--- src/rtl/darkmm_pkg.sv ---
// Shared types and helpers for the darkmm memory-map router.
package darkmm_pkg;

    localparam int MAX_SLV = 8;
    localparam int MAX_AW  = 64;

    typedef enum logic [1:0] {
        IDLE,
        ACCESS,
        RESP
    } state_t;

    typedef struct packed {
        logic [MAX_AW-1:0] base;
        logic [MAX_AW-1:0] size;
    } region_t;

    // Pulls window idx out of packed base/size vectors whose per-slave stride is aw bits.
    function automatic region_t get_region(
        input logic [MAX_SLV*MAX_AW-1:0] bases,
        input logic [MAX_SLV*MAX_AW-1:0] sizes,
        input int                        idx,
        input int                        aw
    );
        region_t r;
        r = '0;
        for (int b = 0; b < aw; b++) begin
            r.base[b] = bases[idx*aw + b];
            r.size[b] = sizes[idx*aw + b];
        end
        return r;
    endfunction

endpackage

--- src/rtl/darkmm_decode.sv ---
// Combinational address decoder: window hit test, lowest-index priority, base-relative address.
module darkmm_decode
    import darkmm_pkg::*;
#(
    parameter int                 NSLV     = 3,
    parameter int                 AW       = 32,
    parameter int                 IW       = 2,
    parameter logic [NSLV*AW-1:0] SLV_BASE = '0,
    parameter logic [NSLV*AW-1:0] SLV_SIZE = '1
) (
    input  logic [AW-1:0]   addr,
    output logic [NSLV-1:0] hit_vec,
    output logic [IW-1:0]   hit_idx,
    output logic [AW-1:0]   rel_addr,
    output logic            miss
);

    region_t           regions  [NSLV];
    logic [MAX_AW-1:0] base_arr [NSLV];
    logic [NSLV-1:0]   raw_hit;
    logic [MAX_AW-1:0] addr_x;

    assign addr_x = MAX_AW'(addr);

    // Wider-than-AW arithmetic means a window never wraps around past the top of the address space.
    genvar gi;
    generate
        for (gi = 0; gi < NSLV; gi++) begin : g_win
            assign regions[gi]  = get_region((MAX_SLV*MAX_AW)'(SLV_BASE),
                                             (MAX_SLV*MAX_AW)'(SLV_SIZE), gi, AW);
            assign base_arr[gi] = regions[gi].base;
            assign raw_hit[gi]  = (addr_x >= regions[gi].base) &&
                                  ((addr_x - regions[gi].base) < regions[gi].size);
        end
    endgenerate

    always_comb begin
        hit_idx = '0;
        for (int i = NSLV - 1; i >= 0; i--) begin
            if (raw_hit[i]) begin
                hit_idx = IW'(i);
            end
        end
    end

    assign hit_vec  = raw_hit & ~(raw_hit - NSLV'(1));
    assign miss     = ~|raw_hit;
    assign rel_addr = AW'(addr_x - base_arr[hit_idx]);

endmodule

--- src/rtl/darkmm_router.sv ---
// Memory-map router: one outstanding core access forwarded to the decoded slave, with
// registered response, bus error on miss/malformed request, and an ack timeout.
module darkmm_router
    import darkmm_pkg::*;
#(
    parameter int                 NSLV     = 3,
    parameter int                 AW       = 32,
    parameter int                 DW       = 32,
    parameter logic [NSLV*AW-1:0] SLV_BASE = {32'h4000_0000, 32'h2000_0000, 32'h0000_0000},
    parameter logic [NSLV*AW-1:0] SLV_SIZE = {32'hC000_0000, 32'h2000_0000, 32'h2000_0000},
    parameter int                 TMO_CYC  = 255
) (
    input  logic              XCLK,
    input  logic              XRES,
    input  logic              CORE_EN,
    input  logic              CORE_RE,
    input  logic              CORE_WE,
    input  logic [AW-1:0]     CORE_ADDR,
    input  logic [DW-1:0]     CORE_WDATA,
    output logic [DW-1:0]     CORE_RDATA,
    output logic              CORE_RACK,
    output logic              CORE_WACK,
    output logic              CORE_ERR,
    output logic [NSLV-1:0]   SLV_EN,
    output logic              SLV_RE,
    output logic              SLV_WE,
    output logic [AW-1:0]     SLV_ADDR,
    output logic [DW-1:0]     SLV_WDATA,
    input  logic [NSLV*DW-1:0] SLV_RDATA,
    input  logic [NSLV-1:0]   SLV_RACK,
    input  logic [NSLV-1:0]   SLV_WACK
);

    localparam int IW = (NSLV > 1) ? $clog2(NSLV) : 1;
    localparam int TW = (TMO_CYC > 0) ? $clog2(TMO_CYC + 1) : 1;

    genvar gi;
    generate
        if (NSLV < 1 || NSLV > MAX_SLV) begin : g_bad_nslv
            $error("darkmm_router: NSLV must be in 1..8");
        end
        if (AW > MAX_AW) begin : g_bad_aw
            $error("darkmm_router: AW exceeds 64");
        end
        for (gi = 0; gi < NSLV; gi++) begin : g_chk_size
            if (SLV_SIZE[gi*AW +: AW] == '0) begin : g_bad_size
                $error("darkmm_router: zero-sized slave window");
            end
        end
    endgenerate

    logic [NSLV-1:0] dec_hit;
    logic [IW-1:0]   dec_idx;
    logic [AW-1:0]   dec_rel;
    logic            dec_miss;

    darkmm_decode #(
        .NSLV     (NSLV),
        .AW       (AW),
        .IW       (IW),
        .SLV_BASE (SLV_BASE),
        .SLV_SIZE (SLV_SIZE)
    ) u_decode (
        .addr     (CORE_ADDR),
        .hit_vec  (dec_hit),
        .hit_idx  (dec_idx),
        .rel_addr (dec_rel),
        .miss     (dec_miss)
    );

    state_t          state_reg, state_next;
    logic [NSLV-1:0] en_reg, en_next;
    logic [IW-1:0]   idx_reg, idx_next;
    logic            re_reg, re_next;
    logic            we_reg, we_next;
    logic [AW-1:0]   addr_reg, addr_next;
    logic [DW-1:0]   wdata_reg, wdata_next;
    logic [DW-1:0]   rdata_reg, rdata_next;
    logic            rack_reg, rack_next;
    logic            wack_reg, wack_next;
    logic            err_reg, err_next;
    logic [TW-1:0]   timer_reg, timer_next;

    logic            sel_ack;
    logic            tmo_hit;
    logic [DW-1:0]   sel_rdata;

    // Only the selected slave's ack of the matching type completes the access.
    assign sel_ack   = re_reg ? |(SLV_RACK & en_reg) : |(SLV_WACK & en_reg);
    assign sel_rdata = SLV_RDATA[idx_reg*DW +: DW];
    assign tmo_hit   = (TMO_CYC != 0) && (32'(timer_reg) == 32'(TMO_CYC - 1));

    always_ff @(posedge XCLK or negedge XRES) begin
        if (!XRES) begin
            state_reg <= IDLE;
        end else begin
            state_reg <= state_next;
        end
    end

    always_comb begin
        state_next = state_reg;
        en_next    = en_reg;
        idx_next   = idx_reg;
        re_next    = re_reg;
        we_next    = we_reg;
        addr_next  = addr_reg;
        wdata_next = wdata_reg;
        rdata_next = rdata_reg;
        timer_next = timer_reg;
        rack_next  = 1'b0;
        wack_next  = 1'b0;
        err_next   = 1'b0;
        case (state_reg)
            IDLE: begin
                if (CORE_EN) begin
                    if ((CORE_RE ^ CORE_WE) && !dec_miss) begin
                        state_next = ACCESS;
                        en_next    = dec_hit;
                        idx_next   = dec_idx;
                        re_next    = CORE_RE;
                        we_next    = CORE_WE;
                        addr_next  = dec_rel;
                        wdata_next = CORE_WDATA;
                        timer_next = '0;
                    end else begin
                        // Malformed requests (RE==WE) always answer with a write ack.
                        state_next = RESP;
                        err_next   = 1'b1;
                        rack_next  = CORE_RE & ~CORE_WE;
                        wack_next  = ~(CORE_RE & ~CORE_WE);
                        rdata_next = '0;
                    end
                end
            end
            ACCESS: begin
                if (sel_ack) begin
                    state_next = RESP;
                    en_next    = '0;
                    re_next    = 1'b0;
                    we_next    = 1'b0;
                    rack_next  = re_reg;
                    wack_next  = we_reg;
                    rdata_next = re_reg ? sel_rdata : '0;
                end else if (tmo_hit) begin
                    state_next = RESP;
                    en_next    = '0;
                    re_next    = 1'b0;
                    we_next    = 1'b0;
                    rack_next  = re_reg;
                    wack_next  = we_reg;
                    err_next   = 1'b1;
                    rdata_next = '0;
                end else begin
                    timer_next = timer_reg + 1'b1;
                end
            end
            RESP: begin
                state_next = IDLE;
            end
            default: begin
                state_next = IDLE;
            end
        endcase
    end

    always_ff @(posedge XCLK or negedge XRES) begin
        if (!XRES) begin
            en_reg    <= '0;
            idx_reg   <= '0;
            re_reg    <= 1'b0;
            we_reg    <= 1'b0;
            addr_reg  <= '0;
            wdata_reg <= '0;
            rdata_reg <= '0;
            rack_reg  <= 1'b0;
            wack_reg  <= 1'b0;
            err_reg   <= 1'b0;
            timer_reg <= '0;
        end else begin
            en_reg    <= en_next;
            idx_reg   <= idx_next;
            re_reg    <= re_next;
            we_reg    <= we_next;
            addr_reg  <= addr_next;
            wdata_reg <= wdata_next;
            rdata_reg <= rdata_next;
            rack_reg  <= rack_next;
            wack_reg  <= wack_next;
            err_reg   <= err_next;
            timer_reg <= timer_next;
        end
    end

    assign SLV_EN     = en_reg;
    assign SLV_RE     = re_reg;
    assign SLV_WE     = we_reg;
    assign SLV_ADDR   = addr_reg;
    assign SLV_WDATA  = wdata_reg;
    assign CORE_RDATA = rdata_reg;
    assign CORE_RACK  = rack_reg;
    assign CORE_WACK  = wack_reg;
    assign CORE_ERR   = err_reg;

endmodule

--- config.mk ---
export PLATFORM = sky130hd
export DESIGN_NAME = darkmm_router
export DESIGN_NICKNAME = d
export VERILOG_FILES = /design/src/rtl/darkmm_pkg.sv /design/src/rtl/darkmm_decode.sv /design/src/rtl/darkmm_router.sv
export SDC_FILE = /design/constraint.sdc
export NUM_CORES = 1
export LEC_CHECK = 0
export CAP_MARGIN = 0
export CORE_AREA = 2 2 101 141
export CTS_BUF_LIST = sky130_fd_sc_hd__clkbuf_8
export DETAILED_ROUTE_END_ITERATION = 10
export DIE_AREA = 0 0 103 143
export PLACE_DENSITY_LB_ADDON = 0.3
export SYNTH_ARGS = -nofsm -noshare
export SYNTH_HDL_FRONTEND = slang
export SYNTH_SLANG_ARGS = --single-unit
--- constraint.sdc ---
create_clock -name XCLK -period 2.3 [get_ports XCLK]
set_input_delay 0.345 -clock XCLK [delete_from_list [all_inputs] [get_ports XCLK]]
set_output_delay 0.345 -clock XCLK [all_outputs]
set_load 0.02 [all_outputs]
; ---- Yosys cells after proc, flatten, opt, wreduce, memory -nomap -nowiden
; Cells that the tools add are included.
[classes]
reduce_logical = 14
n_lt_le_gt_ge = 7
n_eq_ne = 8
shifts = 1
addsub = 5
bitwise_logic = 9
mux = 51
[ops]
columns = cell, count
row1 = 32-bit 2-to-1 mux, 7
row2 = 64-bit binary-select mux with 2-bit select, 1
row3 = 96-bit by 8-bit variable part select with 32-bit output, 1
row4 = 64-bit by 30-bit < comparator with 1-bit output (second input constant), 1
row5 = 64-bit by 32-bit < comparator with 1-bit output (second input constant), 1
row6 = 32-bit case mux with 2 select lines, 1
row7 = 32-bit by 30-bit subtractor with 33-bit output (second input constant), 1
row8 = 32-bit by 31-bit subtractor with 33-bit output (second input constant), 1
row9 = 32-bit by 1-bit >= comparator with 1-bit output (second input constant), 1
row10 = 32-bit by 30-bit >= comparator with 1-bit output (second input constant), 1
row11 = 32-bit by 31-bit >= comparator with 1-bit output (second input constant), 1
row12 = 32-bit by 30-bit < comparator with 1-bit output (second input constant), 1
row13 = 8-bit 2-to-1 mux, 4
row14 = 32-bit subtractor, 1
row15 = 1-bit 2-to-1 mux, 19
row16 = 8-bit case mux with 2 select lines, 1
row17 = 2-bit 2-to-1 mux, 7
row18 = 3-bit 2-to-1 mux, 4
row19 = 2-bit != test (second input constant), 5
row20 = 1-bit case mux with 2 select lines, 5
row21 = 3-bit bitwise AND, 3
row22 = 3-bit OR reduction, 3
row23 = 8-bit by 1-bit adder with 8-bit output (second input constant), 1
row24 = 8-bit equality test (second input constant), 1
row25 = other kinds (18), 23
[word_totals]
input_bits = 171
wordCells = 107
regBits = 116
out_inout_bits = 104

; ---- Logic depth before layout (Yosys ltp)
; Gate-level depths: netlist of the first run.
[logic_depth]
depth_word = 11
depth_mapped = 10
depth_no_buf = 10

; ---- Modules after synthesis
; A second synthesis of the first run with hierarchy kept.
[hier_totals]
cells_unflattened = 611
area_unflattened_um2 = 5539.1
[modules_own_cells]
columns = mod, instances, cells_each, area_each_um2
row1 = darkmm_router, 1, 564, 5307.6
row2 = darkmm_decode, 1, 47, 231.5

; ---- Worst setup path after synthesis of the first run
; OpenSTA, ideal clock, no wires.
[synth_timing]
kind = input -> register
from = input CORE_ADDR[29]
to = register addr_reg[31], in the netlist SLV_ADDR[31]
stages = 10
slack_ps = 226
t_required_ps = 2217
arrival_ps = 1991
path_cell_list = inv_1 -> ha_1 -> ha_1 -> a31oi_1 -> o21ai_0 -> ha_1 -> a21oi_1 -> and4_1 -> a21oi_1 -> o21ai_0
[synth_between]
elab_chain_len = 11
elab_cells_between_ends = 22
classes_between = add/sub: 3 / order compare: 6 / mux: 6 / bitwise: 1 / reduce/logical: 6
[synth_rtl]
columns = item, line
row1 = from (decl), darkmm_router.sv:18  ; input logic [AW-1:0] CORE_ADDR,
row2 = 32-bit by 31-bit subtractor with 33-bit output, darkmm_decode.sv:33  ; ((addr_x - regions[gi].base) < regions[gi].size);
row3 = 64-bit by 32-bit < comparator with 1-bit output, darkmm_decode.sv:33
row4 = 1-bit logical AND, darkmm_decode.sv:32  ; assign raw_hit[gi] = (addr_x >= regions[gi].base) &&
row5 = 2-bit 2-to-1 mux (3 in a row), darkmm_decode.sv:40  ; if (raw_hit[i]) begin
row6 = 2-bit NOT with 3-bit output (implied by the code), darkmm_decode.sv:48  ; assign rel_addr = AW'(addr_x - base_arr[hit_idx]);
row7 = 64-bit binary-select mux with 2-bit select, darkmm_decode.sv:48
row8 = 32-bit 2-to-1 mux (implied by the code) (2 in a row), darkmm_decode.sv:48
row9 = 32-bit subtractor, darkmm_decode.sv:48
row10 = to (signal assigned), darkmm_router.sv:185  ; addr_reg <= addr_next;
row11 = to (decl), darkmm_router.sv:76  ; logic [AW-1:0] addr_reg, addr_next;
; Several ways; a longest one is shown, not always the timed one. The select of a mux whose other input is x is not followed.
; A chain may end at the register's enable or synchronous reset.

; ---- Worst setup path in the final report of the first run
[layout_timing]
from = input CORE_ADDR[29]
to = register wdata_reg[25], in the netlist SLV_WDATA[25]
[layout_between]
elab_chain_len = 6
elab_cells_between_ends = 14
classes_between = add/sub: 2 / order compare: 6 / reduce/logical: 6
[layout_rtl]
columns = item, line
row1 = 32-bit by 30-bit subtractor with 33-bit output / 32-bit by 31-bit subtractor with 33-bit output (equally long branches), darkmm_decode.sv:33
row2 = 64-bit by 30-bit < comparator with 1-bit output / 64-bit by 32-bit < comparator with 1-bit output (equally long branches), darkmm_decode.sv:33
row3 = 1-bit logical AND, darkmm_decode.sv:32
row4 = 3-bit OR reduction (*), darkmm_decode.sv:47  ; assign miss = ~|raw_hit;
row5 = 1-bit logical AND (*), darkmm_router.sv:117  ; if ((CORE_RE ^ CORE_WE) && !dec_miss) begin
row6 = 3-bit AND reduction (no line) (*), --
row7 = to (signal assigned), darkmm_router.sv:186  ; wdata_reg <= wdata_next;
row8 = to (decl), darkmm_router.sv:77  ; logic [DW-1:0] wdata_reg, wdata_next;
; Mark *: on every way between the ends. The rest lies on a longest branch, timed or not.

==> results of run 1 <==
[routing by layer]
metal / GRT usage (%) / routed length, um / vias up
met4: 6.856 / 196 / 2
li1: - / - / 2196
met2: 37.76 / 8163 / 240
met5: 0 / 13 / -
met3: 11.01 / 2082 / 15
met1: 23.01 / 5974 / 2207
[synthesized netlist by cell type, types with 2 or more instances]
master | number | area (sq um)
o21ai_2 | 2 | 17.52
clkbuf_1 | 16 | 60.06
nand2_1 | 47 | 176.4
a32o_1 | 33 | 330.3
mux2_4 | 27 | 405.4
o2bb2ai_1 | 3 | 26.28
ha_1 | 7 | 87.58
or2_2 | 2 | 12.51
o31ai_1 | 2 | 15.01
dfrtp_1 | 116 | 2903
nand2b_1 | 2 | 12.51
buf_6 | 3 | 33.78
buf_2 | 11 | 55.05
mux2i_1 | 36 | 360.4
mux2_2 | 34 | 382.9
o21a_1 | 2 | 15.01
o21ai_0 | 41 | 205.2
nand4_1 | 2 | 12.51
a21oi_1 | 4 | 20.02
o22ai_1 | 3 | 18.77
nand3_1 | 4 | 20.02
nor2_1 | 6 | 22.52
inv_1 | 7 | 26.28
nor2b_1 | 2 | 12.51
nor4_1 | 3 | 18.77
a222oi_1 | 2 | 20.02
[critical path: stages]
cell and delay (ns):
clkdlybuf4s50_1 0.50, inv_1 0.05, ha_1 0.19, ha_1 0.29
a31oi_1 0.09, buf_4 0.15, a211o_4 0.40, buf_12 0.18
mux2_4 0.30
[how the worst max path moves through the flow]
stage                        startpoint  slack [ns]            end  cells past startpoint
after floorplan           CORE_ADDR[29]        0.23   SLV_ADDR[31]                     10
after global placement    CORE_ADDR[29]       -0.33    SLV_ADDR[5]                      9
after detailed placement  CORE_ADDR[29]       -0.42   SLV_ADDR[31]                     11
after CTS                 CORE_ADDR[29]        0.05   SLV_ADDR[31]                     11
after global routing      CORE_ADDR[29]        0.02   SLV_ADDR[31]                     11
final                     CORE_ADDR[29]         0.1  SLV_WDATA[25]                      9
[kinds of logic (layout without fill, tap and decap cells)]
| family | Yosys count | count (layout) | share of synthesized area [%] |
|---|---|---|---|
| flops | 116 | 116 | 53.73 |
| compound gates | 99 | 99 | 13.43 |
| mux | 97 | 97 | 21.26 |
| simple gates | 75 | 75 | 6.323 |
| buf+inv | 39 | 347 | 3.474 |
| fa+ha+maj | 7 | 7 | 1.621 |
| xor+xnor | 1 | 1 | 0.1621 |
[power by group]
group	internal (mW)	total, mW	switching (mW)
clock	1.11	1.98	0.873
sequential	2.85	3.37	0.523
combinational	2.75	5.12	2.38
total	6.70	10.5	3.77
[timing repair]
item                                   in CTS  in global routing
setup endpoints to repair                   0                  1
endpoints found under the hold margin       0                  0
buffers inserted                            0                  0
gates resized for setup                     0                  2
hold buffers                                0                  0
[area by class of cell]
cell class | instances | area [sq um] | share of cell area, %
tap | 182 | 227.7 | 2.533
inverter | 7 | 26.28 | 0.2922
multi-input combinational | 279 | 2326 | 25.87
timing repair buffer | 308 | 3083 | 34.29
sequential | 116 | 2904 | 32.30
clock buffer | 18 | 247.7 | 2.755
clock inverter | 14 | 176.4 | 1.962
[through the flow]
step,area (sq um),cells
final,8991,924
after global routing,8991,924
after CTS,8991,924
after detailed placement,8567,892
after global placement,8567,892
after floorplan,5403,434
==> results.md, run 1 <==
- Outcome: complete, but fails checks
- Failing checks: hold timing
- Hold Vio Cnt, Final: 10
- Synthesis-to-finish area growth: 66.42%
- Tmin final: 2.203 ns
- Drt first pass iters: 4
- Reg-to-reg startpoint: timer_reg[0]
- Worst-Skew Late Latency: 0.43 ns
- Setup TNS Final: 0 ns
- Row cnt: 50
- Post-synth cell types: 43
- Clock Sink Count: 116
- Total vias in the final route: roughly 4700
- Vias in the first global route: 4968
- DPL Wire Length: between 10 and 15 mm
- Req. time, crit path: 2.61 ns
- Most frequent cells in the layout: clkdlybuf4s50_1 (273), dfrtp_1 (115), nand2_1 (47), o21ai_0 (39), mux2i_1 (36)
- Fillers: 1051
- # diodes: 0
- Yosys warnings: 0
- FFs w/ async S/R, synth: 100.0%
- I/O pins: 275
- Clock transition at the registers of the reported paths: 0.07 ns
- Total Routing Usage GR: between 20% and 30%
- Remaining antenna violation count after routing: 0
- Post-Syn Area: approximately 0.0054 sq mm
- Final Wtd Congestion: 0.8939
- Clock Root Buffer: clkbuf_8
- First-pass GRT wire length: 24.45 mm
- Setup slack after layout: approximately 0.097 ns
- Drt drc: 0
- Number of synthesized flops with an enable pin: 0
- Total design power: 10.48 mW
- Fmax achieved: around 450 MHz
- Max Buffers Root-to-Sink: 2
- First DRT Iteration DRCs: 157
- TritonCTS clock tree: built
- Nets: between 900 and 1000
- FF+latch count, synth: about 120
- Leak: between 3 and 4 nW
- R2r endpoint: timer_reg[0]
- Setup-failing EPs final: 0
- Clock buffer count from CTS: 17
- Post-synth net total: 612
- Fin Clk Skew: 0.01251 ns
- Critical path class: input pin to register
- Setup crit end kind: register
- Antenna violations before repair: 1
- Worst slack, placed: -0.4160 ns
- Synthesized area per cell: 12.45 sq um
- Layout cell share with drive strength beyond 1: between 10% and 20%
- Commonest non-fill, non-tap cell in the layout: clkdlybuf4s50_1
- Final Cycle Share: a little over nine tenths
- Reg2reg setup slack: 0.32 ns
- Crit Path Max Fanout: 18
- Die area: 0.01473 sq mm
- FF-to-FF path depth: 7
- Fin Hold WS: -0.03351 ns
- H-tree levels: 4
- Pwr/cell area: 1165 mW/mm^2
- Synth Instances: between 400 and 500
- Worst slew pin tran: 0.7628 ns
- Final core utilization: between 60% and 70%
- Initial Utilization: 40.36%
- Vias/cell: a little over 5
- Top_reg_cell synth: dfrtp_1
- Core area: roughly 0.013 sq mm
- Max-slew headroom: 48.61%
- Die Height: 143 um
- Worst IR Drop VDD: 0.0009857 V
- IO buf count: 274
- Max-cap violations: 0
- Avg WL per Cell: between 15 and 20 um
- GRT overflow: 0
- Hold WC Path Type: input pin to asynchronous set/reset pin
- Floorplan die width: 103 um
- RSZ-0062 raised after global routing: false
- Seq/Total Area, Yosys: between 50% and 60%
- Largest net degree at the start of global routing: between 100 and 150
- Worst Setup Start Kind: input pin
- Arr. time, crit path: 2.51 ns
- Max-slew violation count: 0
- Final wirelength: 16.43 mm
Power figures use the tool's default switching activity.
==> run 2: changes to the inputs <==
--- a/config.mk
+++ b/config.mk
@@ -11,6 +11,7 @@
 export DETAILED_ROUTE_END_ITERATION = 10
 export DIE_AREA = 0 0 103 143
 export PLACE_DENSITY_LB_ADDON = 0.3
+export SETUP_SLACK_MARGIN = 0.4
 export SYNTH_ARGS = -nofsm -noshare
 export SYNTH_HDL_FRONTEND = slang
 export SYNTH_SLANG_ARGS = --single-unit
==> run 2 against run 1 <==
  * The flow now finishes without violations
  * Sequential power about the same
  * Total power up 2.7%
  * Register-to-register slack better by 0.097 ns
  * Routed wire length up 9.2%
  * Combinational power up 6.4%
  * Die area unchanged
  * Clock power down 3%
  * Global-route usage up 1.5 points
  * Design area up 3.4%
  * Worst setup slack better by 0.32 ns
  * Flip-flop and latch count unchanged
  * Non-clock buffer count up 14
  * Highest routed layer is now met4
==> results.md, run 2 (synthesis results as in run 1) <==
- Setup TNS Final: 0 ns (unchanged)
- Clock Root Buffer: clkbuf_8
- Fmax achieved: 531.1 MHz (+17%)
- Setup crit end kind: register
- Fin Clk Skew: 0.01123 ns (-0.001281 ns)
- Die area: 0.01473 sq mm (unchanged)
- Hold WC Path Type: input pin to asynchronous set/reset pin
- Clock transition at the registers of the reported paths: 0.07 ns (about the same)
- Req. time, crit path: 2.66 ns (+0.05 ns)
- Worst slew pin tran: 0.4322 ns (-0.3305 ns)
- Final Cycle Share: 81.86% (-14 points)
- Total design power: 10.76 mW (+2.7%)
- Final Wtd Congestion: 0.8167 (-8.6%)
- Commonest non-fill, non-tap cell in the layout: clkdlybuf4s50_1
- Worst Setup Start Kind: register
- Met3 usage: 10.57% (-0.44 points)
- Initial Utilization: 40.36% (unchanged)
- Arr. time, crit path: 2.24 ns (-0.27 ns)
- Outcome: complete, no violations
- GR peak layer: met2
- Worst IR Drop VDD: 0.0008470 V (-14%)
- Clock Sink Count: 116 (unchanged)
- # placed instances: 885 (-0.78%)
- First-pass GRT wire length: 26.31 mm (+7.6%)
- Hold Vio Cnt, Final: 0 (-10)
- Design area: 0.009296 sq mm (+3.4%)
- I/O pins: 275 (unchanged)
- Setup slack after layout: 0.4172 ns (+0.3205 ns)
- Core area: 0.01339 sq mm (unchanged)
- Reg2reg setup slack: 0.42 ns (+0.10 ns)
- Drt drc: 0 (unchanged)
- Met1 Use GR: 24.58% (+1.6 points)
- Floorplan die width: 103 um (unchanged)
- Critical path class: register to register
- Die Height: 143 um (unchanged)
- H-tree levels: 4 (unchanged)
- IO buf count: 274 (unchanged)
- Clock buffer count from CTS: 17 (unchanged)
- GRT overflow: 0 (unchanged)
- TritonCTS clock tree: built
- Max Buffers Root-to-Sink: 2 (unchanged)
- Placed Area: 0.008536 sq mm (-0.37%)
- Total Routing Usage GR: 23.41% (+1.5 points)
- Layout cell share with drive strength beyond 1: 22.35% (+3.9 points)
- Max-slew violation count: 0 (unchanged)
- Pwr/cell area: 1157 mW/mm^2 (-0.70%)
- Most frequent cells in the layout: clkdlybuf4s50_1 (266), dfrtp_1 (115), nand2_1 (47), o21ai_0 (37), mux2i_1 (36)
- Worst slack, placed: -0.3499 ns (+0.06615 ns)
- Antenna violations before repair: 0 (-1)
- Tmin final: 1.883 ns (-0.3205 ns)
- Nets: 921 (+1.5%)
- DPL Wire Length: 12.88 mm (+3.0%)
- Leak: 4.036 nW (+4.5%)
- Fin Hold WS: 0.3916 ns (+0.4251 ns)
- Crit Path Max Fanout: 17 (-1)
- First DRT Iteration DRCs: 219 (+39%)
- RSZ-0062 raised after global routing: true
- Drt first pass iters: 4 (unchanged)
- Largest net degree at the start of global routing: 72 (-38%)
- Setup-failing EPs final: 0 (unchanged)
- Total vias in the final route: 4858 (+4.2%)
- Finished Layout Cells: 938 (+1.5%)
- Max-slew headroom: 71.18% (+23 points)
- # diodes: 0 (unchanged)
- Grt met2 use: 41.29% (+3.5 points)
- Vias in the first global route: 5142 (+3.5%)
- Remaining antenna violation count after routing: 0 (unchanged)
- Worst-Skew Late Latency: 0.43 ns (about the same)
- Final wirelength: 17.94 mm (+9.2%)
- Max-cap violations: 0 (unchanged)
- Synthesis-to-finish area growth: 72.07%
- Avg WL per Cell: 19.13 um (+7.6%)
- Row cnt: 50 (unchanged)
- Final core utilization: 69.44% (+2.3 points)
- Vias/cell: 5.179 (+2.7%)
[run 2: report_power, final]
part | switching [mW] | total [mW] | leakage (nW) | internal (mW)
clock | 0.822 | 1.92 | 0.209 | 1.09
sequential | 0.547 | 3.39 | 1.47 | 2.85
combinational | 2.50 | 5.45 | 2.36 | 2.95
total | 3.87 | 10.8 | 4.04 | 6.89
[run 2: repair_timing]
action,CTS,global route
endpoints found under the hold margin,30,0
setup buffers,12,2
hold buffers,1,0
endpoints found under the setup margin,112,67
pin swaps,7,14
gates resized for setup,13,20
cloned,3,3
[run 2: path summary, 6_finish.rpt]
kind / endpoint / from / cells after the start
worst min-delay path: SLV_WDATA[23] / XRES / 2
max in group asynchronous: SLV_RE / XRES / 3
worst min register to register: SLV_ADDR[30] / SLV_ADDR[30] / 2
worst max register to register: CORE_RDATA[2] / SLV_EN[0] / 7
min in group XCLK: SLV_ADDR[31] / CORE_ADDR[30] / 5
worst max-delay path: CORE_RDATA[2] / SLV_EN[0] / 7
[run 2: area by class of cell]
cell class	count	area (sq um)
clock inverters	10	105.1
inverters	7	26.28
repair buffers	322	3277
multi-input cells	279	2454
fillers	1012	4091
flip-flops and latches	116	2904
clock buffers	22	302.8
well taps	182	227.7
[run 2: critical path: stages, from the launching register on]
cell	delay [ns]
dfrtp_1	0.41
buf_6	0.13
a222oi_1	0.33
mux2i_1	0.15
buf_4	0.19
o21ai_4	0.22
buf_12	0.19
a32o_1	0.19
[run 2: metal layers]
metal | share of wire, % | vias up
met2 | 52 | 253
met1 | 35 | 2355
li1 | - | 2220
met4 | 2.1 | 0
met3 | 11 | 30
met5 | 0 | -
